===== config.mk =====
export PLATFORM = sky130hd
export DESIGN_NAME = vga_timing_gen
export DESIGN_NICKNAME = d
export VERILOG_FILES = /design/src/rtl/vga_timing_gen.sv
export SDC_FILE = /design/constraint.sdc
export NUM_CORES = 1
export LEC_CHECK = 0
export CORE_ASPECT_RATIO = 1.1
export CORE_MARGIN = 4
export CORE_UTILIZATION = 46
export DETAILED_ROUTE_END_ITERATION = 10
export GPL_TIMING_DRIVEN = 0
export PLACE_DENSITY = 0.75
export SYNTH_ARGS = -nofsm -noshare
export SYNTH_HDL_FRONTEND = slang
export SYNTH_SLANG_ARGS = --single-unit

===== constraint.sdc =====
create_clock -name vga_clk -period 2.3 [get_ports vga_clk]
set_input_delay 0.23 -clock vga_clk [delete_from_list [all_inputs] [get_ports vga_clk]]
set_output_delay 0.23 -clock vga_clk [all_outputs]
set_load 0.02 [all_outputs]

===== src/rtl/vga_timing_gen.sv =====
// 640x480@60 raster timing: pixel/line counters plus registered
// blank, sync, strobe and frame-count outputs aligned to DrawX/DrawY.
module vga_timing_gen #(
  parameter int H_VISIBLE = 640,
  parameter int H_FRONT   = 16,
  parameter int H_SYNC    = 96,
  parameter int H_BACK    = 48,
  parameter int V_VISIBLE = 480,
  parameter int V_FRONT   = 10,
  parameter int V_SYNC    = 2,
  parameter int V_BACK    = 33
) (
  input  logic       vga_clk,
  input  logic       reset_n,
  output logic [9:0] DrawX,
  output logic [9:0] DrawY,
  output logic       blank,
  output logic       hs,
  output logic       vs,
  output logic       sync,
  output logic       line_start,
  output logic       frame_start,
  output logic [7:0] frame_count
);

  localparam int H_TOTAL = H_VISIBLE + H_FRONT + H_SYNC + H_BACK;
  localparam int V_TOTAL = V_VISIBLE + V_FRONT + V_SYNC + V_BACK;

  localparam logic [9:0] H_LAST = 10'(H_TOTAL - 1);
  localparam logic [9:0] V_LAST = 10'(V_TOTAL - 1);

  // 11-bit bounds so a sync end of exactly 1024 still compares correctly
  localparam logic [10:0] H_VIS = 11'(H_VISIBLE);
  localparam logic [10:0] V_VIS = 11'(V_VISIBLE);
  localparam logic [10:0] HS_BEG = 11'(H_VISIBLE + H_FRONT);
  localparam logic [10:0] HS_END = 11'(H_VISIBLE + H_FRONT + H_SYNC);
  localparam logic [10:0] VS_BEG = 11'(V_VISIBLE + V_FRONT);
  localparam logic [10:0] VS_END = 11'(V_VISIBLE + V_FRONT + V_SYNC);

  logic        h_wrap;
  logic        v_wrap;
  logic [9:0]  nx;
  logic [9:0]  ny;
  logic [10:0] nx_w;
  logic [10:0] ny_w;
  logic        n_blank;
  logic        n_hs;
  logic        n_vs;

  always_comb begin
    h_wrap = (DrawX == H_LAST);
    v_wrap = (DrawY == V_LAST);
    nx     = h_wrap ? 10'd0 : DrawX + 10'd1;
    ny     = DrawY;
    if (h_wrap) begin
      ny = v_wrap ? 10'd0 : DrawY + 10'd1;
    end
    nx_w    = {1'b0, nx};
    ny_w    = {1'b0, ny};
    n_blank = (nx_w < H_VIS) && (ny_w < V_VIS);
    n_hs    = !((nx_w >= HS_BEG) && (nx_w < HS_END));
    n_vs    = !((ny_w >= VS_BEG) && (ny_w < VS_END));
  end

  assign sync = 1'b0;

  // Flags decode the next-state counters so they land with them.
  always_ff @(posedge vga_clk) begin
    if (!reset_n) begin
      DrawX       <= '0;
      DrawY       <= '0;
      blank       <= 1'b1;
      hs          <= 1'b1;
      vs          <= 1'b1;
      line_start  <= 1'b1;
      frame_start <= 1'b0;
      frame_count <= '0;
    end else begin
      DrawX       <= nx;
      DrawY       <= ny;
      blank       <= n_blank;
      hs          <= n_hs;
      vs          <= n_vs;
      line_start  <= (nx == 10'd0);
      frame_start <= (nx == 10'd0) && (ny == 10'd0);
      if (h_wrap && v_wrap) begin
        frame_count <= frame_count + 8'd1;
      end
    end
  end

endmodule


# Yosys cells after proc, flatten, opt, wreduce, memory -nomap -nowiden
# Cells that the tools add are included.
# totals
reg_bits	33
inputBits	2
# op_classes
add_sub_neg	3
magnitude_cmp	6
n_eq_ne	2
mux	3
n_reduce_logical	9
# op_table
op	n
$mux 10	3
$add 10x1->10 const B	2
$eq 10x10->1 const B	2
$logic_not 10->1	2
$lt 10x10->1 const B	2
$lt 10x9->1 const B	2
$ge 10x10->1 const B	1
$ge 10x9->1 const B	1
$add 8x1->8 const B	1
$logic_and 1x1->1	5
$logic_not 1->1	2

# Longest topological paths before layout
# Gate-level depths: netlist of the first run.
# depth
ltp_word	6
ltp_mapped	9

# Least setup slack after synthesis of the first run
# Ideal clock, no wire load.
# synth_timing
kind	flip-flop to flip-flop
from	register DrawX[0]
to	register frame_start
arrival_ps	2321
required_ps	2212
path_slack_ps	-109
stages_incl_launch_ff	9
n_path_buf	1
period_less_slack_ps	2409
cell_sequence	dfxtp_1 > ha_1 > buf_2 > nand4_2 > o41ai_1 > a221oi_1 > nand2b_1 > or4_4 > nor4_2
# synth_between
elab_chain_cells	4
elab_cells_between_ends	7
# synth_lines
element	line_no	source
start: declaration	15	output logic [9:0] DrawX,
start signal: assignment	79	DrawX <= nx;
$add 10x1->10 / $eq 10x10->1 (equally long branches)	53, 51	
$mux 10, on equally long branches	53, 55	
$logic_not 10->1	85	frame_start <= (nx == 10'd0) && (ny == 10'd0);
$logic_and 1x1->1 (*)	85	
end signal: assignment	85	
end: declaration	22	output logic frame_start,
# Every way passes the cells marked *; elsewhere a longest branch is shown, timed or not.
# A chain may end at the register's enable or synchronous reset.

# Final worst setup path of the first run
# layout_timing
from	register DrawX[5]
to	register vs
# layout_between
elab_chain_cells	5
elab_cells_between_ends	6
# layout_lines
element	line_no	source
$eq 10x10->1 (*)	51	h_wrap = (DrawX == H_LAST);
$mux 10 (*)	55	if (h_wrap) begin
$ge 10x9->1 / $lt 10x9->1 (equally long branches)	62	n_vs = !((ny_w >= VS_BEG) && (ny_w < VS_END));
$logic_and 1x1->1 (*)	62	
$logic_not 1->1 (*)	62	
end signal: assignment	83	vs <= n_vs;
end: declaration	19	output logic vs,
# Marked as above.

==> results of run 1 <==
[critical path, cell delays in order (launching register included)]
cell	delay (ns)
dfxtp_1	0.32
buf_6	0.14
or3_4	0.44
or2_4	0.28
nor4_4	0.31
xnor2_2	0.15
nor4b_4	0.29
nand4b_1	0.15
[routing by layer]
| layer | vias up | wire [µm] | track usage [%] |
|---|---|---|---|
| met3 | 6 | 316 | 4.985 |
| met4 | 0 | 48 | 7.726 |
| li1 | 838 | - | - |
| met2 | 54 | 2044 | 29.34 |
| met1 | 783 | 1868 | 24.77 |
| met5 | - | 0 | 0 |
[area by class of cell]
type                    count  area [µm²]  area share (%)
inverters                   5       18.77          0.7481
flip-flops and latches     33       669.4           26.68
plain buffers              11       78.83           3.142
multi-input cells         161        1200           47.83
clock inverters             1       5.005          0.1995
well taps                  50       62.56           2.494
clock buffers               7       96.34           3.840
repair buffers             39       377.9           15.06
[repair_timing]
item                                    4_1_cts  5_1_grt
hold buffers                                  0        0
endpoints found under the setup margin        9       10
gates resized for setup                       7       24
setup buffers                                 0        5
pin swaps                                     0       11
[sequential cells by signal (all words and copies together), names as in the netlist]
register,flops
DrawY,10
blank,1
vs,1
line_start,1
hs,1
frame_count,8
frame_start,1
DrawX,10
[placed cells by master, fill, tap and decap left out, types with 3 or more instances in the layout]
| cell | netlist | routed |
|---|---|---|
| ha_1 | 4 | 4 |
| clkbuf_4 | 0 | 4 |
| nor2_1 | 8 | 7 |
| xnor2_1 | 13 | 12 |
| buf_4 | 1 | 7 |
| clkbuf_1 | 7 | 3 |
| inv_1 | 5 | 5 |
| and2_1 | 14 | 14 |
| or3_1 | 4 | 4 |
| dfxtp_1 | 33 | 30 |
| nand3_1 | 13 | 13 |
| clkbuf_8 | 0 | 7 |
| clkdlybuf4s50_1 | 0 | 34 |
| nor2b_1 | 8 | 8 |
| xor2_1 | 7 | 7 |
| nand2_1 | 21 | 21 |
| o21ai_0 | 6 | 6 |
| a21boi_0 | 4 | 4 |
| a21oi_1 | 7 | 6 |
| nand4_1 | 8 | 8 |
[worst min-delay path by stage]
stage | from | endpoint | slack [ns] | cells past startpoint
finish | DrawX[0] | DrawX[0] | 0.44 | 1
global placement | DrawX[0] | DrawX[0] | 0.46 | 1
global route | DrawX[0] | DrawX[0] | 0.47 | 1
floorplan | reset_n | DrawY[5] | 0.38 | 1
CTS | DrawX[0] | DrawX[0] | 0.48 | 1
detailed placement | DrawX[0] | DrawX[0] | 0.47 | 1
[power by group]
part | internal [W] | total (W) | leakage [nW] | switching [W]
Clock | 0.000270 | 0.000477 | 0.0542 | 0.000207
Sequential | 0.000577 | 0.000581 | 0.268 | 0.00000419
Combinational | 0.0000281 | 0.0000587 | 0.572 | 0.0000306
[cell usage after synthesis, types with 2 or more instances]
cell type / n / area share [%]
o2111ai_1: 2 / 0.96
nand2_1: 21 / 4.3
clkbuf_1: 7 / 1.4
buf_2: 6 / 1.6
and2_1: 14 / 4.8
nor4_1: 5 / 1.7
o21ai_0: 6 / 1.6
nor3_1: 2 / 0.55
or3_1: 4 / 1.4
dfxtp_1: 33 / 36
or4_1: 2 / 0.82
xnor2_1: 13 / 6.3
inv_1: 5 / 1.0
a21boi_0: 4 / 1.6
nand4_1: 8 / 2.7
o31ai_1: 2 / 0.82
nor2_1: 8 / 1.6
and3_1: 2 / 0.69
nor2b_1: 8 / 2.7
nand2b_1: 2 / 0.69
ha_1: 4 / 2.7
nand3_1: 13 / 3.6
a21oi_1: 7 / 1.9
xor2_1: 7 / 3.4
nor3_2: 2 / 1.1
[through the flow]
stage	hold slack (ns)	util, %	power [W]
2_1_floorplan	0.3837	-	0.0006252
3_3_place_gp	0.4644	59.50	0.0006443
3_5_place_dp	0.4712	59.50	0.0006448
4_1_cts	0.4824	63.01	0.001124
5_1_grt	0.4675	67.06	0.001163
6_report	0.4417	67.06	0.001117
[logic make-up after synthesis]
group,count (synthesis)
compound gates,33
xor+xnor,20
fa+ha+maj,4
buf+inv,20
flops,33
mux,1
other cells,1
simple gates,102
==> flow_metrics.env, run 1 <==
export IMPL_crit_arrival_ns=2.36
export IMPL_final_cells=307
export IMPL_gp_congestion=0.9194
export IMPL_critPathLaunchType="flip-flop"
export IMPL_clock_skew_ns=0.003478
export IMPL_coreArea_um2=3741
export IMPL_die_w_um=67.98
export IMPL_htreeDepth=2
export IMPL_grt_pass1_vias=1550
export IMPL_synth_ff_latch_count=33
export IMPL_synth_nets=220
export IMPL_postSynthCellCount=214
export IMPL_maxSlewHeadroom_pct=65.87
export IMPL_drt_iter0_drc=151
export IMPL_max_vdd_ir_drop_uv=348.4
export IMPL_ant_nets=0
export IMPL_via_count=1681
export IMPL_synth_area_um2=1820
export IMPL_cts_root_buf="clkbuf_8"
export IMPL_grt_pass1_wl_um=7231
export IMPL_num_antenna_cells=0
export IMPL_synth_async_reset_ratio_pct=0
export IMPL_grt_max_degree=12
export IMPL_drv_slew=0
export IMPL_timing_fmax_mhz=454.1
export IMPL_synth_simple_area_share_pct=32.85
export IMPL_place_area_um2=2226
export IMPL_drv_cap=0
export IMPL_place_ws_ns=-0.1697
export IMPL_finalInstanceArea_um2=2509
export IMPL_cts_tree="built"
export IMPL_synth_compound_area_share_pct=12.58
export IMPL_cts_sinks=33
export IMPL_ios=36
export IMPL_drc=0
export IMPL_avgRoutedWirePerCell_um=13.93
export IMPL_path_max_fanout=10
export IMPL_grt_setup_unrepaired="true"
export IMPL_yosysUniqueCellTypes=52
export IMPL_reg2regPathDepth=7
export IMPL_finalSetupViolations=0
export IMPL_port_buffers=34
export IMPL_drive_gt1_share_pct=17.12
export IMPL_synth_main_ff_cell="dfxtp_1"
export IMPL_dp_cells=298
export IMPL_rr_endpoint="vs"
export IMPL_crit_type="reg -> reg"
export IMPL_period_share_pct=95.75
export IMPL_timing_final_hold_violations=0
export IMPL_fin_ws_ns=0.09785
export IMPL_synth_fa_ha_area_share_pct=2.749
export IMPL_drtPass1Iterations=4
export IMPL_synth_edf_count=0
export IMPL_hp_class="reg -> reg"
export IMPL_synth_avg_cell_area_um2=8.507
export IMPL_syn_to_final_growth_pct=37.80
export IMPL_endpoint="vs"
export IMPL_setup_tns_final_ns=0
export IMPL_numCtsBuffers=5
export IMPL_path_clk_slew_ns=0.07
export IMPL_r2r_slack_ns=0.1
export IMPL_min_period_ns=2.202
export IMPL_synth_seq_area_share_pct=36.29
export IMPL_synthXorXnorAreaFrac_pct=9.622
export IMPL_start_util_pct=48.66
export IMPL_powerDensity_nw_per_um2=445.1
export IMPL_crit_path_end_kind="flip-flop"
export IMPL_crit_start="DrawX[5]"
export IMPL_tightest_slew_ns=0.5077
export IMPL_dieArea_um2=5029
export IMPL_die_height_um=73.98
export IMPL_grt_usage_pct=18.87
export IMPL_fill_cells=284
export IMPL_outcome="finished clean"
export IMPL_drt_total_wl_um=4278
export IMPL_r2r_start="DrawX[5]"
export IMPL_p_leak_nw=0.8950
export IMPL_muxShareOfSynthArea_pct=0.5498
export IMPL_cp_required_ns=2.45
export IMPL_nets=262
export IMPL_synth_warnings=0
export IMPL_worstSkewPairLatency_ns=0.28
export IMPL_dp_hpwl_um=2902
export IMPL_synth_top_family_by_area="simple AND/OR/NAND/NOR gates"
export IMPL_antenna_found_initial=0
export IMPL_grt_overflow=0
export IMPL_cts_buffer_depth=2
export IMPL_vias_per_cell=5.476
export IMPL_num_rows=23
(Power assumes the default switching activity.)
==> run 2, diff against run 1 <==
--- a/config.mk
+++ b/config.mk
@@ -7,10 +7,10 @@
 export LEC_CHECK = 0
 export CORE_ASPECT_RATIO = 1.1
 export CORE_MARGIN = 4
-export CORE_UTILIZATION = 46
+export CORE_UTILIZATION = 51
 export DETAILED_ROUTE_END_ITERATION = 10
 export GPL_TIMING_DRIVEN = 0
-export PLACE_DENSITY = 0.75
+export PLACE_DENSITY = 0.79
 export SYNTH_ARGS = -nofsm -noshare
 export SYNTH_HDL_FRONTEND = slang
 export SYNTH_SLANG_ARGS = --single-unit
==> constraint.sdc (replaced) <==
create_clock -name vga_clk -period 2.5 [get_ports vga_clk]
set_input_delay 0.25 -clock vga_clk [delete_from_list [all_inputs] [get_ports vga_clk]]
set_output_delay 0.25 -clock vga_clk [all_outputs]
set_load 0.02 [all_outputs]
==> run 2 against run 1 <==
Against the previous run:
- non-clock buffer count fell by 2
- power fell by 21%
- register-to-register slack improved by 0.04 ns
- setup slack improved by 0.042 ns
- largest power group unchanged
- highest routed layer unchanged
==> flow_metrics.env, run 2 (same netlist as run 1, synthesis figures left out) <==
export IMPL_outcome="finished clean"
export IMPL_grt_busiest_layer="met2"
export IMPL_finalInstanceArea_um2=2306
export IMPL_htreeDepth=2
export IMPL_via_count=1634
export IMPL_path_clk_slew_ns=0.09
export IMPL_critPathLaunchType="flip-flop"
export IMPL_syn_to_final_growth_pct=26.67
export IMPL_start_util_pct=53.77
export IMPL_drt_iter0_drc=95
export IMPL_port_buffers=34
export IMPL_ios=36
export IMPL_dp_hpwl_um=2876
export IMPL_crit_type="reg -> reg"
export IMPL_powerDensity_nw_per_um2=381.6
export IMPL_nets=260
export IMPL_layout_common_cells="34 x clkdlybuf4s50_1, 31 x dfxtp_1, 21 x nand2_1, 14 x and2_1"
export IMPL_p_sw_w=0.0001961
export IMPL_gp_congestion=0.9213
export IMPL_drv_slew=0
export IMPL_coreArea_um2=3386
export IMPL_antenna_found_initial=0
export IMPL_critPathSlowestCell="or4_4"
export IMPL_internal_power_w=0.0006838
export IMPL_hp_class="reg -> reg"
export IMPL_drc=0
export IMPL_cts_buffer_depth=2
export IMPL_cpPeakStageDelay_ns=0.51
export IMPL_timing_final_hold_violations=0
export IMPL_critPathBufInv=1
export IMPL_final_cells=302
export IMPL_crit_chain="ha_1, clkbuf_4, nand4_4, o41ai_2, a221oi_1, nand2b_1, or4_4, nor4_2"
export IMPL_period_share_pct=94.42
export IMPL_dp_cells=296
export IMPL_avgRoutedWirePerCell_um=13.16
export IMPL_grt_overflow=0
export IMPL_die_w_um=64.97
export IMPL_finalSetupViolations=0
export IMPL_dieArea_um2=4590
export IMPL_num_antenna_cells=0
export IMPL_path_max_fanout=9
export IMPL_num_rows=22
export IMPL_timing_fmax_mhz=423.7
export IMPL_grt_usage_pct=17.62
export IMPL_drive_gt1_share_pct=11.81
export IMPL_grtUsageMet1_pct=24.05
export IMPL_p_comb_share_pct=5.2
export IMPL_grt_pass1_wl_um=6396
export IMPL_cts_tree="built"
export IMPL_max_vdd_ir_drop_uv=232.1
export IMPL_crit_arrival_ns=2.61
export IMPL_final_common_cell="clkdlybuf4s50_1"
export IMPL_swShare_pct=22.29
export IMPL_postCtsSetupBuffers=0
export IMPL_p_leak_nw=0.7816
export IMPL_grt_max_degree=11
export IMPL_crit_path_end_kind="flip-flop"
export IMPL_grt_util_met2_pct=26.70
export IMPL_grt_pass1_vias=1419
export IMPL_cp_top_family="simple AND/OR/NAND/NOR gates"
export IMPL_worstSkewPairLatency_ns=0.33
export IMPL_seq_power_share_pct=60.9
export IMPL_cts_sinks=33
export IMPL_reg_top3="DrawX (10), DrawY (10), frame_count (8)"
export IMPL_die_height_um=70.66
export IMPL_maxSlewHeadroom_pct=53.09
export IMPL_drv_cap=0
export IMPL_tightest_slew_ns=0.6973
export IMPL_cp_required_ns=2.75
export IMPL_drt_total_wl_um=3973
export IMPL_final_util_pct=68.11
export IMPL_min_period_ns=2.360
export IMPL_numCtsBuffers=5
export IMPL_clkPwrFrac_pct=33.8
export IMPL_place_area_um2=2221
export IMPL_clock_skew_ns=0.01059
export IMPL_met3_usage_pct=5.079
export IMPL_grt_setup_unrepaired="false"
export IMPL_cts_root_buf="clkbuf_4"
export IMPL_ant_nets=0
export IMPL_vias_per_cell=5.411
export IMPL_drtPass1Iterations=4
==> run 2: changes by cell type in the layout (fill, tap and decap cells not counted), moves of 4 or more <==
cell	before	now
buf_2	0	5
clkbuf_1	3	7
clkbuf_8	7	1
buf_4	7	1
==> run 2: worst paths after layout <==
kind	startpoint	endpoint	slack (ns)	depth (start not counted)
setup / recovery	DrawX[0]	frame_start	0.14	8
hold / removal	DrawX[0]	DrawX[0]	0.49	1
setup reg to reg	DrawX[0]	frame_start	0.14	8
hold reg to reg	DrawX[0]	DrawX[0]	0.49	1
==> run 2: cell type report <==
cell class / count / area, µm²
well taps: 48 / 60.06
inverters: 5 / 18.77
repair buffers: 34 / 340.3
multi-input cells: 161 / 1095
plain buffers: 14 / 73.82
fillers: 278 / 1080
flip-flops and latches: 33 / 663.1
clock buffers: 7 / 55.05
==> run 2: stage by stage <==
stage | power, W | hold slack, ns | TNS [ns] | setup WS, ns
floorplan | 0.0005745 | 0.4037 | 0 | 0.09106
global placement | 0.0005927 | 0.5011 | -0.04279 | -0.03660
detailed placement | 0.0005929 | 0.5055 | -0.05760 | -0.05760
CTS | 0.0008875 | 0.4881 | 0 | 0.01388
global route | 0.0009211 | 0.5213 | 0 | 0.001790
finish | 0.0008799 | 0.4897 | 0 | 0.1396
==> run 2: power groups by stage <==
stage,clock (W),combinational [W],sequential [W]
after floorplan,0,0.0000211,0.000553
after global placement,0,0.0000448,0.000548
after detailed placement,0,0.0000450,0.000548
after CTS,0.000306,0.0000460,0.000536
after global routing,0.000333,0.0000501,0.000538
final,0.000298,0.0000460,0.000536
==> run 2: timing repair <==
action / 4_1_cts / 5_1_grt
gates resized for setup: 2 / 6
setup endpoints to repair: 1 / 8
cloned: 0 / 0
hold buffers: 0 / 0
==> run 2: routing by layer <==
| metal | vias to the layer above | share of wire, % | wire, µm |
|---|---|---|---|
| met5 | - | 0 | 0 |
| met4 | 0 | 0.70 | 28 |
| met3 | 4 | 6.6 | 261 |
| met2 | 49 | 46 | 1846 |
| met1 | 743 | 46 | 1836 |
| li1 | 838 | - | - |
